<file path="src/rtl/pipelined_mux_tree_pkg.sv">
// Shared constants and helpers for the pipelined mux tree.
// Latency of a tree is the number of registered levels among the SEL_W real ones.
package pipelined_mux_tree_pkg;

  localparam int unsigned DefDataW = 8;
  localparam int unsigned DefSelW  = 4;
  localparam logic [31:0] DefPipeMask = 32'h0000_000F;

  // Mask bits at or above sel_w do not correspond to a level and are ignored.
  function automatic int unsigned pipe_latency(input int unsigned sel_w, input logic [31:0] mask);
    int unsigned n;
    n = 0;
    for (int unsigned k = 0; k < 32; k++) begin
      if (k < sel_w && mask[k]) begin
        n++;
      end
    end
    return n;
  endfunction

endpackage

</file>
<file path="src/rtl/pipelined_mux_tree_level.sv">
// One level of a binary mux tree: NODES 2:1 muxes steered by select bit LVL, with an optional
// valid/data/select register whose load enable also drives the upstream ready.
module pipelined_mux_tree_level
  import pipelined_mux_tree_pkg::*;
#(
  parameter int unsigned DATA_W = DefDataW,
  parameter int unsigned NODES  = 1,
  parameter int unsigned SEL_W  = DefSelW,
  parameter int unsigned LVL    = 0,
  parameter bit          REG    = 1'b1
) (
  input  logic                      clk,
  input  logic                      rst,
  input  logic [2*NODES*DATA_W-1:0] in_data,
  input  logic [SEL_W-1:0]          in_sel,
  input  logic                      in_valid,
  output logic                      in_ready,
  output logic [NODES*DATA_W-1:0]   out_data,
  output logic [SEL_W-1:0]          out_sel,
  output logic                      out_valid,
  input  logic                      out_ready
);

  logic [NODES*DATA_W-1:0] w_mux;
  logic [SEL_W-1:0]        w_sel_nxt;

  always_comb begin
    w_mux = '0;
    for (int unsigned i = 0; i < NODES; i++) begin
      w_mux[i*DATA_W +: DATA_W] = in_sel[LVL] ? in_data[(2*i+1)*DATA_W +: DATA_W]
                                              : in_data[(2*i)*DATA_W +: DATA_W];
    end
    // Consumed select bits are zeroed so their register bits reduce to constants.
    w_sel_nxt = '0;
    for (int unsigned b = 0; b < SEL_W; b++) begin
      if (b > LVL) begin
        w_sel_nxt[b] = in_sel[b];
      end
    end
  end

  if (REG) begin : g_reg
    logic                    r_valid;
    logic [NODES*DATA_W-1:0] r_data;
    logic [SEL_W-1:0]        r_sel;
    logic                    w_load;

    // An empty stage loads regardless of downstream, so bubbles collapse during a stall.
    assign w_load = ~r_valid | out_ready;

    always_ff @(posedge clk) begin
      if (rst) begin
        r_valid <= 1'b0;
        r_data  <= '0;
        r_sel   <= '0;
      end else if (w_load) begin
        r_valid <= in_valid;
        r_data  <= w_mux;
        r_sel   <= w_sel_nxt;
      end
    end

    assign in_ready  = w_load;
    assign out_valid = r_valid;
    assign out_data  = r_data;
    assign out_sel   = r_sel;
  end else begin : g_comb
    logic w_unused_clk_rst;
    assign w_unused_clk_rst = clk ^ rst;

    assign in_ready  = out_ready;
    assign out_valid = in_valid;
    assign out_data  = w_mux;
    assign out_sel   = w_sel_nxt;
  end

endmodule

</file>
<file path="src/rtl/pipelined_mux_tree.sv">
// N:1 mux (N = 2**SEL_W) built as a chain of tree levels; PIPE_MASK[k] registers level k.
// Ready ripples combinationally from out_ready back to in_ready.
module pipelined_mux_tree
  import pipelined_mux_tree_pkg::*;
#(
  parameter int unsigned DATA_W    = DefDataW,
  parameter int unsigned SEL_W     = DefSelW,
  parameter logic [31:0] PIPE_MASK = DefPipeMask
) (
  input  logic                           clk,
  input  logic                           rst,
  input  logic [(2**SEL_W)*DATA_W-1:0]   in_data,
  input  logic [SEL_W-1:0]               in_sel,
  input  logic                           in_valid,
  output logic                           in_ready,
  output logic [DATA_W-1:0]              out_data,
  output logic                           out_valid,
  input  logic                           out_ready
);

  localparam int unsigned N = 2 ** SEL_W;

  for (genvar k = 0; k < SEL_W; k++) begin : g_lvl
    localparam int unsigned Nodes = N >> (k + 1);
    localparam bit          Reg   = PIPE_MASK[k];

    logic [2*Nodes*DATA_W-1:0] w_data_in;
    logic [SEL_W-1:0]          w_sel_in;
    logic                      w_valid_in;
    logic                      w_ready_in;
    logic [Nodes*DATA_W-1:0]   w_data;
    logic [SEL_W-1:0]          w_sel;
    logic                      w_valid;
    logic                      w_ready_out;

    if (k == 0) begin : g_first
      // Inputs offered during reset must never enter the pipe.
      assign w_data_in  = in_data;
      assign w_sel_in   = in_sel;
      assign w_valid_in = in_valid & ~rst;
    end else begin : g_next
      assign w_data_in  = g_lvl[k-1].w_data;
      assign w_sel_in   = g_lvl[k-1].w_sel;
      assign w_valid_in = g_lvl[k-1].w_valid;
    end

    if (k == SEL_W - 1) begin : g_last
      assign w_ready_out = out_ready;
    end else begin : g_mid
      assign w_ready_out = g_lvl[k+1].w_ready_in;
    end

    pipelined_mux_tree_level #(
      .DATA_W (DATA_W),
      .NODES  (Nodes),
      .SEL_W  (SEL_W),
      .LVL    (k),
      .REG    (Reg)
    ) u_level (
      .clk       (clk),
      .rst       (rst),
      .in_data   (w_data_in),
      .in_sel    (w_sel_in),
      .in_valid  (w_valid_in),
      .in_ready  (w_ready_in),
      .out_data  (w_data),
      .out_sel   (w_sel),
      .out_valid (w_valid),
      .out_ready (w_ready_out)
    );
  end

  assign in_ready  = g_lvl[0].w_ready_in & ~rst;
  assign out_data  = g_lvl[SEL_W-1].w_data;
  assign out_valid = g_lvl[SEL_W-1].w_valid;

  // Every select bit has been consumed by the root level.
  logic w_unused_sel;
  assign w_unused_sel = ^g_lvl[SEL_W-1].w_sel;

endmodule

</file>
<file path="config.mk">
export PLATFORM = sky130hd
export DESIGN_NAME = pipelined_mux_tree
export DESIGN_NICKNAME = d
export VERILOG_FILES = /design/src/rtl/pipelined_mux_tree_pkg.sv /design/src/rtl/pipelined_mux_tree_level.sv /design/src/rtl/pipelined_mux_tree.sv
export SDC_FILE = /design/constraint.sdc
export NUM_CORES = 1
export LEC_CHECK = 0
export CAP_MARGIN = 40
export CORE_MARGIN = 2
export CORE_UTILIZATION = 30
export CTS_CLUSTER_SIZE = 16
export DETAILED_ROUTE_END_ITERATION = 8
export SYNTH_ARGS = -nofsm -noshare
export SYNTH_HDL_FRONTEND = slang
export SYNTH_SLANG_ARGS = --single-unit
</file>
<file path="constraint.sdc">
create_clock -name clk -period 1.2 [get_ports clk]
set_input_delay 0.3 -clock clk [delete_from_list [all_inputs] [get_ports clk]]
set_output_delay 0.3 -clock clk [all_outputs]
set_load 0.005 [all_outputs]
</file>
---- Word level (Yosys, flattened, before mapping) ----
Index checks and enable logic that the tools add are counted.
operators by class
  mux-type cells .......................... 15
  bitwise logic cells ..................... 11
operators with widths
  cell           number
  $mux W8        15
  $not A1 Y1     5
  $or A1 B1 Y1   4
  $and A1 B1 Y1  2
storage, ports and cells
  output and inout bits ................... 10
  bits in registers ....................... 130
  word-level logic and storage cells ...... 37
  input port bits ......................... 136

---- Longest topological paths before layout ----
  depth in word-level cells ............... 6
  gate-level depth with buffers ........... 6
  depth with buffers taken out ............ 3

---- Cells and area by module ----
From an unflattened synthesis, not the netlist that was laid out.
second synthesis, totals
  cells, all modules ...................... 594
  area, all modules ....................... 6397.4 um^2
by module, submodules not included
  module                                        seq. area each (um^2)  area an instance (um^2)  cells each  times used
  pipelined_mux_tree_level at g_lvl[0].u_level  1361.3                 3330.7                   304         1
  pipelined_mux_tree_level at g_lvl[1].u_level  700.7                  1721.7                   159         1
  pipelined_mux_tree_level at g_lvl[2].u_level  360.3                  822.0                    84          1
  pipelined_mux_tree_level at g_lvl[3].u_level  180.2                  510.5                    45          1
  pipelined_mux_tree                            0.0                    12.5                     2           1

---- Worst setup path after synthesis ----
Ideal clock, no wire load.
  path kind ............................... register to register
  start ................................... register g_lvl[3].u_level.g_reg.r_valid
  end ..................................... register g_lvl[0].u_level.g_reg.r_data[35]
  setup time .............................. 0.086 ns
  arrival ................................. 1.210 ns
  clock period less this slack ............ 1.295 ns
  required time ........................... 1.114 ns
  path buffers ............................ 3
  stages on the path, launching flop included .. 7
  setup slack ............................. -0.095 ns
  cell sequence ........................... dfxtp_1 -> and4b_1 -> buf_2 -> nand2_1 -> buf_6 -> buf_6 -> a211oi_1
between the ends
  word-level cells in the longest chain between the ends .. 5
RTL lines
  what                        RTL line                        source
  from (decl)                 pipelined_mux_tree_level.sv:43  logic r_valid;
  from (signal assigned)      pipelined_mux_tree_level.sv:57  r_valid <= in_valid;
  $not A1 Y1                  pipelined_mux_tree_level.sv:49  assign w_load = ~r_valid | out_ready;
  $or A1 B1 Y1 (4 in series)  pipelined_mux_tree_level.sv:49
  to (signal assigned)        pipelined_mux_tree_level.sv:58  r_data <= w_mux;
  to (decl)                   pipelined_mux_tree_level.sv:44  logic [NODES*DATA_W-1:0] r_data;
No other way between the ends.
A chain may end at the register's enable or synchronous reset.

---- Worst setup path after layout ----
  start ................................... register g_lvl[1].u_level.g_reg.r_valid
  end ..................................... register g_lvl[0].u_level.g_reg.r_data[27]
between the ends
  word-level cells in the longest chain between the ends .. 3
RTL lines
  what                        RTL line
  from (decl)                 pipelined_mux_tree_level.sv:43
  from (signal assigned)      pipelined_mux_tree_level.sv:57
  $not A1 Y1                  pipelined_mux_tree_level.sv:49
  $or A1 B1 Y1 (2 in series)  pipelined_mux_tree_level.sv:49
No other way between the ends.

==> key figures <==
Status
  – Status: complete, but fails checks
  – Failing checks: setup timing

Clock tree
  – Worst skew pair latency: 0.43 ns
  – Clock root cell: clkbuf_16
  – Clock Path Buffers: 2
  – H-tree level count: 4
  – Hold-fix buffers, CTS: 0
  – Total CTS buffers: 17
  – CTS tree: yes
  – Worst-path clk slew: 0.05 ns
  – # clock sinks: 130

Yosys
  – Most frequent cell after synthesis: dfxtp_1
  – Number of synthesized flops with an enable pin: 0
  – Cell taking the most area after synthesis: dfxtp_1
  – Unique masters post-synth: 20
  – Sequential fraction of the synthesis area: 44.1%
  – Syn_area_per_cell: 10.1 um^2
  – Yosys Warn Count: 0
  – #FFs+latches synth: 130
  – Share of the synthesized area in the top cell type: 44.1%
  – Top cells by area, synth: dfxtp_1 (44%), mux2i_1 (21%), a211oi_1 (10%), a211oi_2 (8.5%), nor3_1 (5.4%)
  – Main synth FF type: dfxtp_1
  – Mapped Nets: 720
  – Post-Syn Area: 0.00591 mm^2
  – Post-synth top cells: dfxtp_1 (130), mux2i_1 (121), a211oi_1 (80)
  – Asr flop ratio synth: 0%
  – Mapped Cells: 584

Worst setup path
  – CP Max Fanout: 5
  – CP startpoint kind: flip-flop
  – CP max-delay cell: dfxtp_1
  – Worst Path Required: 1.53 ns
  – Worst setup EP type: flip-flop
  – CP max stage delay: 0.33 ns
  – Crit path DAT: 1.88 ns
  – CP Class: reg2reg
  – CP Cell Sequence: and4b_2 -> buf_4 -> buf_12 -> nand2_8 -> bufbuf_16 -> a211oi_2

Placement
  – Detailed Place HPWL: 10,400 um
  – RD Place Congestion: 0.714
  – IO Port Bufs: 145
  – Setup WS pre-CTS: -0.864 ns

Drt
  – Starting DRT DRC Count: 286
  – Met3 WL: 686 um
  – WL met2: 9650 um
  – DR vias: 5,281
  – Vias per inst: 5.07
  – TritonRoute pass-1 iters: 4
  – M1 WL: 8140 um
  – Antenna viol nets, final: 0
  – DR WL/cell: 18.1 um
  – DRC violations left: 0
  – Total wire length: 18,800 um
  – Highest metal used: met4

Global route
  – Overall routing resource usage: 16.7%
  – Total gr overflow: 0
  – Largest net degree at the start of global routing: 94
  – Initial antenna violation count: 0
  – First-pass GRT wire length: 26,800 um
  – Vias in the first global route: 5,150

Pwr
  – Max VDD drop: 972 uV
  – Flop pwr share: 39.0%
  – Sw Share: 22.1%
  – Clk pwr share: 48.9%
  – Power Total: 0.0123 W
  – Leakage: 4.01 nW
  – Comb pwr share: 12.2%
  – Sw power: 0.00273 W
  – P per Cell Area: 1170 mW/mm^2
  – P_int: 0.00961 W

Floorplan
  – Io pins: 146
  – Initial core utilization: 30.5%
  – FP Rows: 51
  – CORE AREA: 0.0194 mm^2
  – Die ar.: 0.0208 mm^2
  – Die Width: 144 um
  – Die Y: 144 um

STA
  – Slew HR: 56.6%
  – Final Skew: 0.00898 ns
  – Final setup violation count: 121
  – Transition time of the tightest slew-check pin: 0.651 ns
  – F_max: 648 MHz
  – Slew Viols, Final: 0
  – Tmin final: 1.54 ns
  – Final hold vios: 0
  – Unrepaired setup endpoints after global routing: true
  – Final period util: 129%
  – Post-route setup slack: -0.344 ns

Final layout
  – Diode count: 0
  – Fillcell total: 1,574
  – Final nets: 900
  – P&R area growth vs syn: 78.6%
  – Register Area: 0.00262 mm^2
  – Share of cells above drive strength 1: 45.4%
  – Area of the multi-input gates: 0.00414 mm^2

Worst hold path
  – Worst Hold Class: in2reg

Run
  – MaxCap Viol Count: 0
-- logic make-up after synthesis --
family                 synth area share, %
AO/OA/AOI/OAI                         19.7
AND/OR/NAND/NOR                       10.2
flip-flops                            44.1
multiplexers                          20.5
buffers and inverters                 5.53
-- layer usage --
metal,track usage (%),vias to the layer above
met1,21.5,2579
met3,3.61,25
met5,0,-
met4,5.42,0
li1,-,2548
met2,27.8,129
-- worst max-delay path, delay by kind of cell, from the launching register on --
family,cells,cell delay [ns]
AO/OA/AOI/OAI,1,0.23
buffers and inverters,3,0.55
flip-flops,1,0.33
AND/OR/NAND/NOR,2,0.35
-- metrics by stage --
step / util [%] / hold WS (ns) / setup TNS, ns / area, um^2 / std cells
2_1_floorplan: - / 0.429 / -2.87 / 5980 / 584
3_3_place_gp: 40.6 / 0.450 / -69.72 / 7890 / 967
3_5_place_dp: 40.6 / 0.451 / -69.37 / 7890 / 967
4_1_cts: 49.5 / 0.220 / -19.58 / 9610 / 1018
5_1_grt: 54.4 / 0.271 / -30.17 / 10600 / 1042
6_report: 54.4 / 0.252 / -24.29 / 10600 / 1042
-- sequential cells by signal (all words and copies together), names as in the netlist --
| name | cells |
|---|---|
| g_lvl.u_level.out_data | 120 |
| g_lvl.u_level.out_sel | 6 |
| g_lvl.u_level.out_valid | 4 |
-- area by class of cell --
type,instances,area share [%]
Multi-Input combinational cell,388,39.2
Clock inverter,9,1.87
Tap cell,265,3.14
Clock buffer,23,4.72
Timing Repair Buffer,223,26.1
Inverter,4,0.166
Sequential cell,130,24.8
-- power groups by stage --
stage	clock network, W	logic [W]	registers, W
floorplan	0	0.000642	0.00476
global placement	0	0.00127	0.00480
detailed placement	0	0.00129	0.00481
CTS	0.00609	0.00140	0.00476
global route	0.00630	0.00160	0.00483
finish	0.00603	0.00150	0.00481
-- cells in the final DEF (no fill, tap or decap), types with 3 or more instances in the layout --
cell               n
mux2i_1          121
a21oi_1            6
nand2_1            4
buf_12            20
bufinv_16          6
nor2_2            15
clkbuf_8           5
buf_6             13
inv_1              3
buf_2              9
buf_4             20
nor2_1            19
buf_8              6
clkbuf_16         28
a211oi_1          12
buf_16             8
a211oi_2         107
nor3_1             3
nor3_4            33
dfxtp_2           11
a21oi_2            4
nor3_2            28
dfxtp_1          119
clkdlybuf4s50_1  132
nor2_4            23
bufbuf_16          3
-- path summary, 6_finish.rpt --
path                                                 start                                    endpoint  slack (ns)  cells past startpoint
setup / recovery   g_lvl[1].u_level.out_valid$_SDFFE_PP0P_  g_lvl[0].u_level.out_data[27]$_SDFFE_PP0P_       -0.34                      6
hold / removal                                         rst   g_lvl[3].u_level.out_data[0]$_SDFFE_PP0P_        0.25                      3
setup reg to reg   g_lvl[1].u_level.out_valid$_SDFFE_PP0P_  g_lvl[0].u_level.out_data[27]$_SDFFE_PP0P_       -0.34                      6
hold reg to reg   g_lvl[0].u_level.out_sel[3]$_SDFFE_PP0P_    g_lvl[1].u_level.out_sel[3]$_SDFFE_PP0P_        0.47                      2
-- repair_timing --
item                                    CTS  global route
gates resized for setup                 193           140
gates cloned                             11            13
pin swaps                                22            36
buffers inserted                          9            13
endpoints found under the setup margin  112           127
hold endpoints to repair                  0             0
(Power assumes the default switching activity.)
